## src/rtl/fnd_pkg.sv

```systemverilog
// Shared constants, segment table and conversion state type for the FND display controller.
package fnd_pkg;

  localparam int BIN_W = 14;
  localparam int BCD_W = 16;

  localparam logic [7:0] SEG_BLANK = 8'hFF;
  localparam logic [3:0] AN_OFF    = 4'hF;

  // Active-low {dp,g,f,e,d,c,b,a} patterns for digits 0..9, dp off.
  localparam logic [7:0] SEG_DIGIT [0:9] = '{
    8'hC0, 8'hF9, 8'hA4, 8'hB0, 8'h99,
    8'h92, 8'h82, 8'hF8, 8'h80, 8'h90
  };

  typedef enum logic [1:0] {
    IDLE,
    SHIFT,
    DONE
  } conv_state_t;

  function automatic logic [7:0] seg_decode(input logic [3:0] nib);
    if (nib <= 4'd9) return SEG_DIGIT[nib];
    return SEG_BLANK;
  endfunction

endpackage

```

## src/rtl/bin2bcd_seq.sv

```systemverilog
// Sequential double-dabble: clamps the input, shifts 14 bits through a 16-bit BCD accumulator.
module bin2bcd_seq
  import fnd_pkg::*;
#(
  parameter int MAX_VALUE = 9999
) (
  input  logic             clk,
  input  logic             reset,
  input  logic [BIN_W-1:0] din,
  output logic [BCD_W-1:0] bcd,
  output logic             done,
  output logic             busy
);

  localparam logic [BIN_W-1:0] MAX_BIN = BIN_W'(MAX_VALUE);

  conv_state_t      state;
  conv_state_t      state_next;
  logic             pending;
  logic             start;
  logic [BIN_W-1:0] last_raw;
  logic [BIN_W-1:0] bin_sr;
  logic [BCD_W-1:0] acc;
  logic [BCD_W-1:0] acc_adj;
  logic [3:0]       count;

  // The raw input is remembered so an out-of-range value does not retrigger forever.
  assign start = pending || (din != last_raw);

  always_comb begin
    acc_adj = acc;
    for (int i = 0; i < 4; i++) begin
      if (acc[4*i +: 4] >= 4'd5) acc_adj[4*i +: 4] = acc[4*i +: 4] + 4'd3;
    end
  end

  always_ff @(posedge clk or posedge reset) begin
    if (reset) state <= IDLE;
    else       state <= state_next;
  end

  always_comb begin
    state_next = state;
    case (state)
      IDLE:    if (start) state_next = SHIFT;
      SHIFT:   if (count == 4'd13) state_next = DONE;
      DONE:    state_next = IDLE;
      default: state_next = IDLE;
    endcase
  end

  always_ff @(posedge clk or posedge reset) begin
    if (reset) begin
      pending  <= 1'b1;
      last_raw <= '0;
      bin_sr   <= '0;
      acc      <= '0;
      count    <= '0;
    end else begin
      case (state)
        IDLE: begin
          if (start) begin
            last_raw <= din;
            bin_sr   <= (din > MAX_BIN) ? MAX_BIN : din;
            acc      <= '0;
            count    <= '0;
          end
        end
        SHIFT: begin
          acc    <= {acc_adj[BCD_W-2:0], bin_sr[BIN_W-1]};
          bin_sr <= {bin_sr[BIN_W-2:0], 1'b0};
          count  <= count + 4'd1;
        end
        DONE:    pending <= 1'b0;
        default: ;
      endcase
    end
  end

  assign bcd  = acc;
  assign done = (state == DONE);
  assign busy = (state == SHIFT);

endmodule

```

## src/rtl/fnd_display_controller.sv

```systemverilog
// 4-digit common-anode FND driver: BCD conversion, digit scan, leading-zero blanking, animation override.
module fnd_display_controller
  import fnd_pkg::*;
#(
  parameter int SCAN_DIV  = 100_000,
  parameter int MAX_VALUE = 9999,
  parameter bit BLANK_LZ  = 1'b1
) (
  input  logic             clk,
  input  logic             reset,
  input  logic [BIN_W-1:0] display_data,
  input  logic             coffee_making_flag,
  input  logic [7:0]       animation_seg,
  input  logic [3:0]       animation_an,
  output logic [7:0]       seg,
  output logic [3:0]       an,
  output logic             conv_busy
);

  localparam int PRE_W = (SCAN_DIV > 1) ? $clog2(SCAN_DIV) : 1;

  logic [PRE_W-1:0] prescale;
  logic [1:0]       slot;
  logic [BCD_W-1:0] conv_bcd;
  logic             conv_done;
  logic [BCD_W-1:0] disp_bcd;
  logic [1:0]       msd;
  logic [3:0]       digit;
  logic [7:0]       seg_next;
  logic [3:0]       an_next;

  bin2bcd_seq #(.MAX_VALUE(MAX_VALUE)) u_conv (
    .clk   (clk),
    .reset (reset),
    .din   (display_data),
    .bcd   (conv_bcd),
    .done  (conv_done),
    .busy  (conv_busy)
  );

  // Displayed digits only change on a completed conversion, never mid-shift.
  always_ff @(posedge clk or posedge reset) begin
    if (reset)          disp_bcd <= '0;
    else if (conv_done) disp_bcd <= conv_bcd;
  end

  always_ff @(posedge clk or posedge reset) begin
    if (reset) begin
      prescale <= '0;
      slot     <= '0;
    end else if (prescale == PRE_W'(SCAN_DIV - 1)) begin
      prescale <= '0;
      slot     <= slot + 2'd1;
    end else begin
      prescale <= prescale + 1'b1;
    end
  end

  always_comb begin
    msd = 2'd0;
    for (int i = 1; i < 4; i++) begin
      if (disp_bcd[4*i +: 4] != 4'd0) msd = 2'(i);
    end
    digit    = disp_bcd[4*slot +: 4];
    seg_next = seg_decode(digit) | 8'h80;
    an_next  = ~(4'b0001 << slot);
    if (BLANK_LZ && (slot > msd)) begin
      seg_next = SEG_BLANK;
      an_next  = AN_OFF;
    end
    if (coffee_making_flag) begin
      seg_next = animation_seg;
      an_next  = animation_an;
    end
  end

  always_ff @(posedge clk or posedge reset) begin
    if (reset) begin
      seg <= SEG_BLANK;
      an  <= AN_OFF;
    end else begin
      seg <= seg_next;
      an  <= an_next;
    end
  end

endmodule

```

## config.mk

```make
export PLATFORM = sky130hd
export DESIGN_NAME = fnd_display_controller
export DESIGN_NICKNAME = d
export VERILOG_FILES = /design/src/rtl/fnd_pkg.sv /design/src/rtl/bin2bcd_seq.sv /design/src/rtl/fnd_display_controller.sv
export SDC_FILE = /design/constraint.sdc
export NUM_CORES = 1
export LEC_CHECK = 0
export CELL_PAD_IN_SITES_DETAIL_PLACEMENT = 2
export CELL_PAD_IN_SITES_GLOBAL_PLACEMENT = 2
export CORE_UTILIZATION = 35
export DETAILED_ROUTE_END_ITERATION = 12
export PLACE_DENSITY_LB_ADDON = 0.1
export SETUP_SLACK_MARGIN = 0.2
export SLEW_MARGIN = 20
export SYNTH_ARGS = -nofsm -noshare
export SYNTH_HDL_FRONTEND = slang
export SYNTH_SLANG_ARGS = --single-unit
```

## constraint.sdc

```tcl
create_clock -name clk -period 2.7 [get_ports clk]
set_input_delay 0.27 -clock clk [delete_from_list [all_inputs] [get_ports clk]]
set_output_delay 0.27 -clock clk [all_outputs]
set_load 0.005 [all_outputs]
```

## Yosys cells after proc, flatten, opt, wreduce, memory -nomap -nowiden

Memory sizes are Yosys's and may differ from the RTL's.
Cells that the tools add are included.
Widths: inputs -> output; s select.

| operators by class | value |
|---|---|
| muxes and demuxes | 27 |
| add/sub/neg operators | 7 |
| shift-type cells | 2 |
| reduce and logical (&&, ||, !) cells | 9 |
| bitwise gates (word level) | 2 |
| equal/unequal tests | 7 |
| magnitude comparators | 8 |

Operators with widths:

| operator | number |
|---|---|
| $mux 7 | 5 |
| $pmux 16 s2 | 1 |
| $mux 14 | 2 |
| $pmux 14 s2 | 1 |
| $mux 4 | 6 |
| $add 17x1->17 const B | 1 |
| $eq 17x17->1 const B | 1 |
| $mux 17 | 1 |
| $ge 4x3->1 const B | 4 |
| $mux 16 | 1 |
| $shiftx 16x5->4 | 1 |
| $gt 14x14->1 const B | 1 |
| $ne 14x14->1 | 1 |
| $add 4x2->4 const B | 3 |
| $reduce_bool 4->1 | 3 |
| $mux 2 | 4 |
| $mux 8 | 1 |
| $pmux 4 s2 | 1 |
| $reduce_and 2->1 | 3 |
| $ge 5x5->1 const B | 1 |
| $not 4->5 | 1 |
| $add 4x1->4 const B | 1 |
| $eq 4x4->1 const B | 1 |
| $le 4x4->1 const B | 1 |
| other kinds (14) | 16 |

| storage, ports and cells | value |
|---|---|
| memories | 1 |
| register bits after elaboration | 98 |
| bits in read-only memories | 128 |
| output and inout bits | 13 |
| input bits | 29 |
| logic and storage cells | 74 |

Memories:

| name | words | width | rd ports | clocked after memory_dff | write ports | line | text |
|---|---|---|---|---|---|---|---|
| (name not given) | 16 | 8 | 1 | 0 | 0 | fnd_pkg.sv:23 | `if (nib <= 4'd9) return SEG_DIGIT[nib];` |

## Logic depth before layout (Yosys ltp)

Gate-level depths: netlist of the first run.

| depth | value |
|---|---|
| depth after elaboration | 9 |
| gate-level depth with buffers | 10 |
| mapped depth without buffers | 9 |

## Hierarchy

From an unflattened synthesis of the first run, not the netlist that was laid out.

| second synthesis, totals | value |
|---|---|
| cells, all modules | 448 |
| area, all modules | 5,023.6 um^2 |

By module, submodules not included:

| module | cells an instance | area an instance (um^2) | instances | sequential area each (um^2) |
|---|---|---|---|---|
| bin2bcd_seq | 249 | 2,663.8 | 1 | 1,277.5 |
| fnd_display_controller | 199 | 2,359.8 | 1 | 1,191.1 |

## Worst setup path before layout of the first run

No wires, ideal clock.

| timing | value |
|---|---|
| kind | register to register |
| from | reg slot[1] |
| to | reg seg[0] |
| cell stages (with the launch flop) | 10 |
| slack | 0.493 ns |
| path buffers | 2 |
| required time | 2.612 ns |
| period minus slack after synthesis | 2.207 ns |
| arrival | 2.119 ns |
| cell sequence | dfrtp_1 > clkbuf_1 > mux2_2 > o21ai_0 > ha_1 > nor2_1 > o21ai_0 > and2_1 > clkbuf_1 > a21oi_1 |

| on the way | value |
|---|---|
| longest elaborated chain between the ends | 9 |

RTL lines:

| element | line | text |
|---|---|---|
| start: declaration | fnd_display_controller.sv:23 | `logic [1:0] slot;` |
| start signal: assignment | fnd_display_controller.sv:53 | `slot <= slot + 2'd1;` |
| $shiftx 16x5->4 | fnd_display_controller.sv:64 | `digit = disp_bcd[4*slot +: 4];` |
| $not 4->5 (not written as such) | fnd_pkg.sv:23 |  |
| $mem_v2 16x8 | - |  |
| $mux 7 (not written as such) (2 in series) | fnd_pkg.sv:23 |  |
| $mux 7 | fnd_pkg.sv:23 |  |
| $mux 7 | fnd_pkg.sv:24 | `return SEG_BLANK;` |
| $mux 7 * | fnd_display_controller.sv:67 | `if (BLANK_LZ && (slot > msd)) begin` |
| $mux 8 * | fnd_display_controller.sv:71 | `if (coffee_making_flag) begin` |
| via seg_next[0] | fnd_display_controller.sv:29 | `logic [7:0] seg_next;` |
| end signal: assignment | fnd_display_controller.sv:82 | `seg <= seg_next;` |
| end: declaration | fnd_display_controller.sv:15 | `output logic [7:0] seg,` |

The timed path passes the listed nets; every way through them passes the cells marked *. The select of a mux whose other input is x is not followed.
A chain may end at the register's enable or synchronous reset.

## Final worst setup path of the first run

| timing | value |
|---|---|
| from | reg prescale[12] |
| to | reg slot[1] |

| on the way | value |
|---|---|
| longest elaborated chain between the ends | 1 |

RTL lines:

| element | line | text |
|---|---|---|
| start: declaration | fnd_display_controller.sv:22 | `logic [PRE_W-1:0] prescale;` |
| start signal: assignment | fnd_display_controller.sv:55 | `prescale <= prescale + 1'b1;` |
| $eq 17x17->1 | fnd_display_controller.sv:51 | `end else if (prescale == PRE_W'(SCAN_DIV - 1)) begin` |

No other way between the ends.

==> impl_metrics.ini, run 1 <==
[clock_network]
cts_tree = built
cts.clk_slew.worst_paths_ps = 60
clock_path_buffers = 2
post_cts.repair.setup_buffers = 0
cts_num_sinks = 98
htreeDepth = 3
clock_latency_ps = 350
cts-root-buf = clkbuf_16
post_cts_resized = 0
cts_hold_repair.buffers = 0
cts_buffers = 9

[layout]
multi_input_comb_area_um2 = 2201
syn2layout_area_growth_pct = 20.44
diodes_inserted = 0
share_of_final_layout_standard_cells_stronger_than_drive_strength_1 = 0.1567
num-fill-cells = 1414
design.final.nets = 550
stdcell_area_um2 = 5884
finish.utilization = 0.4374
seqCellArea_um2 = 2469

[timing]
setup_repair_after_global_routing_missed_its_margin = false
final-hold-violation-count = 0
whs_ps = 404.0
timing.final.max_slew_violations = 0
max_freq_mhz = 433.4
setup_tns_ps = 0
final.min_clock_period_ps = 2307
timing.max_slew.rel_slack = 0.4051
period_share = 0.8545
clock-skew-final_ps = 6.170
finalSetupViolCount = 0
worst_pin_slew_ps = 890.2

[logic_synthesis]
post_synth_instance_area_um2 = 4886
synth_area_per_cell_um2 = 10.96
postSynthNetCount = 497
synth-edff-count = 0
synthesis.instances = 446
yosysSeqAreaShare = 0.5052
ys.flop_type = dfrtp_1
netlist-cell-type-count = 49
yosysMostFrequentCell = dfrtp_1
warnings_from_yosys = 0
synth.top_cells.by_area = dfrtp_1 (44%), dfstp_2 (7.0%), mux2_2 (6.2%)
synthTopCellsByCount = dfrtp_1 (85), inv_1 (39), nand2_1 (33), mux2_2 (27), o21ai_0 (25)
post-synth-top-area-fraction = 0.4353
synth.ff_latch_count = 98
synth_largest_area_cell = dfrtp_1
asyncSetResetFlopFracSynth = 1.000

[pwr]
leakagePower_nw = 2.666
clock_power_share = 0.213
portion_of_total_power_attributed_to_sequential_cells = 0.411
internal_power_w = 0.003786
cellPowerDensity_nw_per_um2 = 981.0
netSwitchingPower_w = 0.001987
peakVddDrop_v = 0.0004935
fin_total_pwr_w = 0.005773
power.switching_fraction = 0.3442
comb_power_share = 0.376

[detailed_routing]
drtAntennaViolNets = 0
detail_route.wl_per_cell_um = 17.74
dr.pass1.iters = 4
vias_per_cell = 5.097
num_vias = 3466
remaining_drc_errors = 0
initialDrtViolationCount = 118
wirelength_mm = 12.07

[setup_path]
timing.critical_path.slowest_stage_cell = or4b_1
critPathMaxStageDelay_ps = 540
critical_path_arrival_ps = 2540
cp_top_family = simple AND/OR/NAND/NOR gates
path_cells = or4b_1 -> or4b_1 -> nor4_2 -> and3_2 -> mux2_2
path_max_fanout = 4
worstSetupStartpointType = register
timing.critical_path.mode_cell = or4b_1
worst_setup_path_end_kind = register
critical_path_buf_inv_count = 0
worst_path_required_ps = 2940
critPathKind = register to register

[global_routing]
grt_first_pass_wirelength_mm = 20.87
largest_net_degree_at_the_start_of_global_routing = 36
first_global_vias = 4042
global_route_usage_over_all_layers = 0.1889
antenna_found_initial = 0
grt-ovfl-total = 0

[placed_design]
gpl.final_weighted_congestion = 0.7238
numPortBuffers = 41
placed_area_um2 = 5608
detailed_place_hpwl_mm = 8.763

[floorplan]
die_ar_um2 = 14440
placement_rows = 42
num_io_pins = 42
area_of_the_core_um2 = 13450
fp.dieW_um = 120.2
floorplan.initialDensity = 0.3632
die_h_um = 120.2

[flow_run]
maxCapViolCount = 0

[hold_path]
min_path_type = input port to async pin

[status]
run_status = completed
[kinds of logic (layout without fill, tap and decap cells)]
family	count (synthesis)	in the layout	share of synthesized area
compound gates	81	81	0.1134
xor+xnor	36	36	0.06453
fa+ha+maj	22	22	0.05634
buf+inv	54	112	0.04430
flops	98	98	0.5053
mux	34	34	0.08425
simple gates	121	121	0.1319
[through the flow]
| step | cells | setup WS [ps] |
|---|---|---|
| finish | 680 | 392.8 |
| global route | 680 | 230.7 |
| CTS | 680 | 368.3 |
| detailed placement | 664 | 112.6 |
| global placement | 664 | 158.5 |
| floorplan | 446 | 493.4 |
[worst paths after layout]
check                                start        endpoint  slack (ps)  cells past startpoint
max                           prescale[12]         slot[1]         390                      5
min                                  reset    prescale[13]         400                      2
max reg2reg                   prescale[12]         slot[1]         390                      5
min reg2reg                   prescale[13]    prescale[13]         500                      1
max in group asynchronous            reset  u_conv.pending        1610                      3
min in group clk           animation_an[0]           an[0]         460                      3
[worst register-to-register path: stages, from the launching register on]
cell	delay (ps)
dfrtp_1	410
or4b_1	540
or4b_1	530
nor4_2	130
and3_2	230
mux2_2	350
[final cells by class]
class / instances / share of cell area
Sequential cell: 98 / 0.4195
Multi-Input combinational cell: 294 / 0.3740
Timing Repair Buffer: 57 / 0.09653
Clock buffer: 14 / 0.04486
Tap cell: 176 / 0.03742
Inverter: 39 / 0.02552
Clock inverter: 2 / 0.002126
[state kept, by name (all words and copies together) (netlist names)]
register         cells
an                   4
disp_bcd            16
prescale            17
seg                  8
slot                 2
u_conv.bcd          16
u_conv.bin_sr       14
u_conv.count         4
u_conv.last_raw     14
u_conv.pending       1
u_conv.state         2
[placed cells by master, fill, tap and decap left out, types with 5 or more instances in the layout]
cell type	netlist	layout
nor3_1	6	6
a211o_1	5	5
nand3_1	8	8
dfrtp_1	85	85
nor2_1	22	22
dfstp_2	13	13
nor2b_1	12	12
mux2_2	27	27
a222oi_1	5	5
buf_4	1	13
inv_1	39	38
xnor2_1	23	23
nand2_1	33	33
ha_1	22	22
a22o_1	10	10
xor2_1	13	13
and3_1	8	8
clkbuf_16	0	9
o21ai_0	25	25
clkdlybuf4s50_1	0	41
nand2b_1	7	7
a21oi_1	17	17
[power by group through the flow]
stage	combinational, W	sequential [W]	clock, W
2_1_floorplan	0.00153	0.00227	0
4_1_cts	0.00223	0.00238	0.00128
3_5_place_dp	0.00220	0.00240	0
6_report	0.00217	0.00237	0.00123
5_1_grt	0.00247	0.00244	0.00133
3_3_place_gp	0.00209	0.00237	0
[layer usage]
metal | wire, um | GRT usage | share of wire | up-vias
li1 | - | - | - | 1649
met1 | 5565 | 0.2352 | 0.46 | 1764
met2 | 5967 | 0.3211 | 0.49 | 41
met3 | 300 | 0.03137 | 0.025 | 12
met4 | 231 | 0.08203 | 0.019 | 0
met5 | 0 | 0 | 0 | -
Note: power is estimated with default switching activity, not from simulation.
==> run 2: changes to the inputs <==
- REMOVE_ABC_BUFFERS: unset -> 1
==> impl_metrics.ini, run 2 (synthesized netlist as in run 1, its figures left out) <==
[timing]
whs_ps = 353.8
worst_pin_slew_ps = 844.8
finalSetupViolCount = 0
period_share = 0.8962
timing.max_slew.rel_slack = 0.4354
timing.final.max_slew_violations = 0
final.min_clock_period_ps = 2420
final-hold-violation-count = 0
setup_repair_after_global_routing_missed_its_margin = false
max_freq_mhz = 413.3
clock-skew-final_ps = 6.571

[placed_design]
placed_area_um2 = 5607
detailed_place_hpwl_mm = 8.823
numPortBuffers = 41
gpl.final_weighted_congestion = 0.7923
placedCellCount = 669

[layout]
share_of_final_layout_standard_cells_stronger_than_drive_strength_1 = 0.1761
syn2layout_area_growth_pct = 22.56
commonest_cells_after_routing_fill_and_taps_aside = dfrtp_1 (85), clkdlybuf4s50_1 (41), inv_1 (38), nand2_1 (33), mux2_2 (27)
num-fill-cells = 1409
design.final.nets = 557
register_ranked_first_by_flip_flop_count = prescale
diodes_inserted = 0
layoutNonFillerInstCount = 687
layout.cells.most_common = dfrtp_1
stdcell_area_um2 = 5988
number_of_flip_flops_under_the_largest_register_name = 17

[setup_path]
critPathKind = register to register
worst_setup_path_end_kind = register
critical_path_arrival_ps = 2660
cp-startpoint = prescale[12]
path_max_fanout = 4
worstSetupStartpointType = register
worst_path_required_ps = 2940
critical_path.reg2reg.startpoint = prescale[12]

[global_routing]
first_global_vias = 4110
grt_first_pass_wirelength_mm = 21.10
grt_met3_use = 0.03089
gr-usage-met1 = 0.2344
grt-ovfl-total = 0
global_route_usage_over_all_layers = 0.1889
largest_net_degree_at_the_start_of_global_routing = 47
global_route.peak_usage_layer = met2
antenna_found_initial = 0
groute.layer.met2.usage = 0.3240

[detailed_routing]
drtAntennaViolNets = 0
num_vias = 3554
vias_per_cell = 5.173
dr.pass1.iters = 4
remaining_drc_errors = 0
initialDrtViolationCount = 151
detail_route.wl_per_cell_um = 17.90
wirelength_mm = 12.29

[pwr]
peakVddDrop_v = 0.0003403
cellPowerDensity_nw_per_um2 = 1012
leakagePower_nw = 2.734

[clock_network]
cts_tree = built
cts-root-buf = clkbuf_16
htreeDepth = 3
cts_buffers = 9
cts.clk_slew.worst_paths_ps = 70
clock_latency_ps = 350
clock_path_buffers = 2
cts_num_sinks = 98

[floorplan]
placement_rows = 42
area_of_the_core_um2 = 13450
floorplan.initialDensity = 0.3632
num_io_pins = 42
die_h_um = 120.2
die_ar_um2 = 14440
fp.dieW_um = 120.2

[hold_path]
min_path_type = input port to async pin

[status]
run_status = completed

[flow_run]
maxCapViolCount = 0
[run 2: cell types whose count changed in the layout (fill, tap and decap cells not counted), sizes merged]
cell / before / now
inv: 38 / 39
clkinvlp: 2 / 0
clkbuf: 14 / 11
bufinv: 0 / 3
buf: 16 / 23
clkinv: 1 / 2
[run 2: power by group]
group	leakage [nW]	internal, W	switching (W)	total, W
clock network	0.176	0.000953	0.000565	0.00152
logic	1.35	0.00110	0.00108	0.00218
registers	1.21	0.00200	0.000363	0.00236
[run 2: worst paths after layout]
path                            cells after the start  slack (ps)             end
min in group clk                                    2         460          seg[7]
worst max register to register                      5         280         slot[1]
worst min-delay path                                2         350    disp_bcd[13]
worst max-delay path                                5         280         slot[1]
max in group asynchronous                           3        1610  u_conv.pending
worst min register to register                      1         500   u_conv.bcd[0]
[run 2: cell type report]
cell class | instances | area, um2 | area share
Timing Repair Buffer | 64 | 583.1 | 0.09737
Multi-Input combinational cell | 294 | 2215 | 0.3698
Clock inverter | 5 | 100.1 | 0.01672
Tap cell | 176 | 220.2 | 0.03677
Inverter | 39 | 148.9 | 0.02486
Clock buffer | 11 | 252.7 | 0.04221
Sequential cell | 98 | 2469 | 0.4122
[run 2: worst max-delay path, stage by stage (launching register included)]
cell     delay (ps)
dfrtp_1         420
or4b_1          550
or4b_1          570
nor4_4          190
and3_4          260
mux2_2          330
[run 2: stage by stage]
stage	setup WS [ps]	TNS (ps)	total power, W	utilization
after floorplan	-110.6	-9398	0.003766	-
after global placement	147.5	0	0.004420	0.4168
after detailed placement	56.96	0	0.004594	0.4168
after CTS	224.1	0	0.006165	0.4445
after global routing	202.4	0	0.006521	0.4451
final	280.4	0	0.006058	0.4451
[run 2: repair_timing]
item                       in CTS  in global routing
hold buffers                    0                  0
pin swaps                       1                  1
gates cloned                    0                  0
setup buffers                   1                  1
setup endpoints to repair       1                  8
gates resized for setup         2                  1
[run 2: layer usage]
layer	vias to the layer above	routed length (um)	part of all wire
li1	1672	-	-
met4	0	248	0.020
met1	1814	5624	0.46
met3	18	287	0.023
met2	50	6133	0.50
met5	-	0	0
==> variant 1 (flow settings as in run 2) <==
Encoding of `conv_state_t`: now one-hot (3 bits for 3 states).
--- a/src/rtl/fnd_pkg.sv
+++ b/src/rtl/fnd_pkg.sv
@@ -13,10 +13,10 @@
     8'h92, 8'h82, 8'hF8, 8'h80, 8'h90
   };
 
-  typedef enum logic [1:0] {
-    IDLE,
-    SHIFT,
-    DONE
+  typedef enum logic [2:0] {
+    IDLE  = 3'b001,
+    SHIFT = 3'b010,
+    DONE  = 3'b100
   } conv_state_t;
 
   function automatic logic [7:0] seg_decode(input logic [3:0] nib);
Behaviour: no difference found for any inputs over 10 cycles, from zero or initial values and one cycle with reset high; not proved beyond that.
==> variant 1 against run 2 <==
- via count rose by 0.37%
- die area rose by 0.73%
- setup slack improved by 0.13 ns
- routed wire length fell by 0.97%
- hold slack got worse by 0.017 ns
- sequential cell count rose by 1
- clock power fell by 9.9%
- design area fell by 1.6%
- synthesized area rose by 0.74%
- power fell by 20%
- critical path type is now reg2out
- largest power group unchanged
==> variant 1: results (changes against run 2) <==
Cells after DPL: 666 (-0.45%)
Register area share after synthesis: 50.7% (+0.16 points)
Layout cells sized above 1: 15.4% (-2.2 points)
Vias: 3567 (+0.37%)
Max incr delay on CP: 0.50 ns (-0.07 ns)
Fmax achieved: 436 MHz (+5.6%)
R2R cell count: 8 (+3)
Met3 usage: 4.20% (+1.1 points)
Vias in the first global route: 3998 (-2.7%)
Fill cells: 1455 (+3.3%)
Worst Setup EP: conv_busy
Commonest cells post-synth: dfrtp_1, inv_1, nand2_1
GRT met2 Usage: 30.1% (-2.3 points)
First-pass GRT wire length: 20600 um (-2.3%)
Avg WL per Cell: 17.9 um (-0.24%)
DR iter-0 viols: 114 (-25%)
Post-Place Cell Area: 5590 um2 (-0.38%)
Slowest cell on crit path: clkdlybuf4s50_1
Crit path DAT: 2.02 ns (-0.64 ns)
Tightest Pin Transition: 0.612 ns (-0.233 ns)
Setup bufs post-CTS: 0 (-1)
Skew final: 0.00913 ns (+0.00256 ns)
CP startpoint: u_conv.state[0]$_DFFE_PP1P_
Slack of the worst reg-to-reg path: 0.42 ns (+0.14 ns)
RePlAce Congestion: 0.754 (-4.8%)
LEAKAGE: 2.58 nW (-5.6%)
Total GRT Usage: 18.2% (-0.72 points)
Reg2reg start: disp_bcd[12]$_DFFE_PP0N_
Largest net degree at the start of global routing: 45 (-4.3%)
Status: finished, final reports clean
==> variant 1: how the worst min path moves through the flow <==
stage	from	endpoint	slack (ns)	cells after the start
floorplan	coffee_making_flag	seg[7]$_DFF_PP1_	0.32	1
detailed placement	prescale[2]$_DFF_PP0_	prescale[2]$_DFF_PP0_	0.48	1
finish	reset	prescale[2]$_DFF_PP0_	0.34	2
global route	reset	u_conv.bcd[15]$_DFFE_PP0P_	0.38	2
global placement	prescale[0]$_DFF_PP0_	prescale[0]$_DFF_PP0_	0.48	1
CTS	reset	prescale[8]$_DFF_PP0_	0.35	2
==> variant 1: area by class of cell <==
class | instances | area (um2) | share of cell area (%)
Clock inverter | 7 | 82.6 | 1.40
Sequential cell | 99 | 2490 | 42.3
Tap cell | 176 | 220 | 3.74
Inverter | 31 | 119 | 2.02
Multi-Input combinational cell | 306 | 2230 | 37.9
Timing Repair Buffer | 54 | 520 | 8.83
Clock buffer | 9 | 225 | 3.82
==> variant 1: layer usage <==
layer  vias up  share of wire, %
li1       1673                 -
met1      1847                48
met2        35                49
met3        12               2.6
met4         0              0.99
met5         -                 0
==> variant 1: logic make-up (layout without fill, tap and decap cells) <==
group           Yosys count  after routing  share of synthesized area, %
compound gates           83             83                          10.8
simple gates            130            130                          14.0
flops                    99             99                          50.7
fa+ha+maj                22             22                          5.59
xor+xnor                 36             36                          6.41
buf+inv                  47            101                          3.99
mux                      35             35                          8.57
==> variant 1: power breakdown <==
group,switching [W],internal [W]
Clock,0.000629,0.000738
Sequential,0.000222,0.00181
Combinational,0.000806,0.000650
==> variant 2 (flow settings as in run 2) <==
Made on the original files. Change the parameter `BLANK_LZ` from 1'b1 to 1'b0.
--- a/src/rtl/fnd_display_controller.sv
+++ b/src/rtl/fnd_display_controller.sv
@@ -4,7 +4,7 @@
 #(
   parameter int SCAN_DIV  = 100_000,
   parameter int MAX_VALUE = 9999,
-  parameter bit BLANK_LZ  = 1'b1
+  parameter bit BLANK_LZ  = 1'b0
 ) (
   input  logic             clk,
   input  logic             reset,
Function: no difference found for any inputs over 10 cycles, from zero or initial values and one cycle with reset high; that may be too few to reach the edited logic, so the function may still have changed.
==> variant 2 against run 2 <==
- non-clock buffer count decreased by 10
- design area shrank 3.5%
- power fell by 5.3%
- synthesized area is 3.0% lower
- routed wire length down 1.9%
- core utilization down 0.87 points
- sequential cell count did not move
- setup slack better by 0.088 ns
- clock power barely moved
- critical endpoint is now u_conv.last_raw[8]$_DFFE_PP0P_
==> variant 2: results (changes against run 2) <==
DPL Wire Length: 8560 um (-2.9%)
Largest Register: prescale
PortBufs: 41 (unchanged)
Final #Nets: 530 (-4.8%)
Status: finished, final reports clean
Post-synth cell types: 45 (-8.2%)
Via-to-Cell Ratio: 5.14 (-0.63%)
Post-Synth Adder-Cell Area: 5.28% (-0.35 points)
Skew-Pair Late Insertion Delay: 0.36 ns
Capturing point of the worst reg2reg path: u_conv.last_raw[8]$_DFFE_PP0P_
Worst IR Drop VDD: 0.358 mV (+5.3%)
XOR/XNOR share of the synthesized area: 7.02% (+0.57 points)
Synth Warn #: 0 (unchanged)
Largest register FFs: 17 (unchanged)
Overflow after GRT: 0 (unchanged)
Skew final: 0.0109 ns (+0.00434 ns)
Slew headroom: 41.1% (-2.4 points)
CTS H-Tree Depth: 3 (unchanged)
LEAKAGE: 2.52 nW (-7.8%)
First-pass GRT wire length: 20300 um (-3.7%)
Final Non-Filler Cells: 662 (-3.6%)
Dpl ws: 0.0727 ns (+0.0157 ns)
Commonest cells post-synth: dfrtp_1, nand2_1, o21ai_0
CTS root buffer: clkbuf_16
Register area share after synthesis: 52.1% (+1.6 points)
N_diodes: 0 (unchanged)
TritonCTS buffer count: 9 (unchanged)
Synth area leaders: dfrtp_1, dfstp_2, ha_1
Total GRT Usage: 18.8% (-0.074 points)
Reg2reg start: u_conv.last_raw[8]$_DFFE_PP0P_
Crit path DAT: 2.57 ns (-0.09 ns)
Final worst slack: 0.369 ns (+0.0883 ns)
Worst Hold Class: in2async
Initial antenna violation count: 0 (unchanged)
Multiplexer share of the synthesized area: 7.87% (-0.56 points)
Setup Crit Path Kind: reg2reg
Async set or reset register ratio after synthesis: 100% (unchanged)
Layout cells sized above 1: 13.4% (-4.2 points)
R2R cell count: 6 (+1)
DR iter-0 viols: 70 (-54%)
DRT Wirelength: 12100 um (-1.9%)
Max FO, Critical Path: 10 (+6)
Setup bufs post-CTS: 0 (-1)
Largest area contributor in the netlist: dfrtp_1
RePlAce Congestion: 0.719 (-9.3%)
Clock slew at reported path FFs: 0.07 ns (about the same)
Cells after Synth: 430 (-3.6%)
CTS resizes: 0 (-2)
Post-synthesis compound-gate area fraction: 10.8% (-0.57 points)
Largest net degree at the start of global routing: 44 (-6.4%)
Cells after DPL: 646 (-3.4%)
Vias in the first global route: 3860 (-6.1%)
Clock Tree Buf Depth: 2 (unchanged)
First-pass iteration count of the detailed router: 4 (unchanged)
-- variant 2: routing by layer --
metal  track usage [%]  up-vias  wire, um
met2              33.0       40      6140
met3              3.23       15       302
met5                 0        -         0
met1              22.5     1756      5380
met4              8.39        0       236
li1                  -     1592         -
-- variant 2: where the power goes --
| group | switching [W] | internal [W] | leakage, nW |
|---|---|---|---|
| combinational | 0.000966 | 0.000919 | 1.14 |
| clock | 0.000592 | 0.000933 | 0.165 |
| sequential | 0.000343 | 0.00199 | 1.21 |
| total | 0.00190 | 0.00384 | 2.52 |
-- variant 2: kinds of logic (layout without fill, tap and decap cells) --
kind of cell	Yosys count	after routing
AOI/OAI and AO/OA	82	82
xor gates and xnor gates	38	38
adders and majority gates	20	20
buffers and inverters	38	94
DFF	98	98
muxes	30	30
and+or+nand+nor	124	124
-- variant 2: per-stage QoR --
stage	power [W]	instance area [um2]	utilization (%)	hold WS, ns
6_report	0.00574	5780	43.6	0.349
5_1_grt	0.00615	5780	43.6	0.412
4_1_cts	0.00584	5780	43.6	0.368
3_5_place_dp	0.00426	5430	41.0	0.475
3_3_place_gp	0.00414	5430	41.0	0.463
2_1_floorplan	0.00353	4670	-	0.317
-- variant 2: area by class of cell --
type	count	area [um2]
sequential	98	2470
multi-input combinational	294	2110
timing repair buffer	54	533
fill	1373	7460
inverter	24	92.6
clock buffer	10	239
clock inverter	6	114
tap	176	220
-- variant 2: worst max-delay path, cell delays in order, from the launching register on --
cell and delay, ns:
dfrtp_1 0.40, xor2_1 0.14, or4_4 0.53, nor4_4 0.36, nand2b_1 0.21, buf_4 0.22
mux2_1 0.35
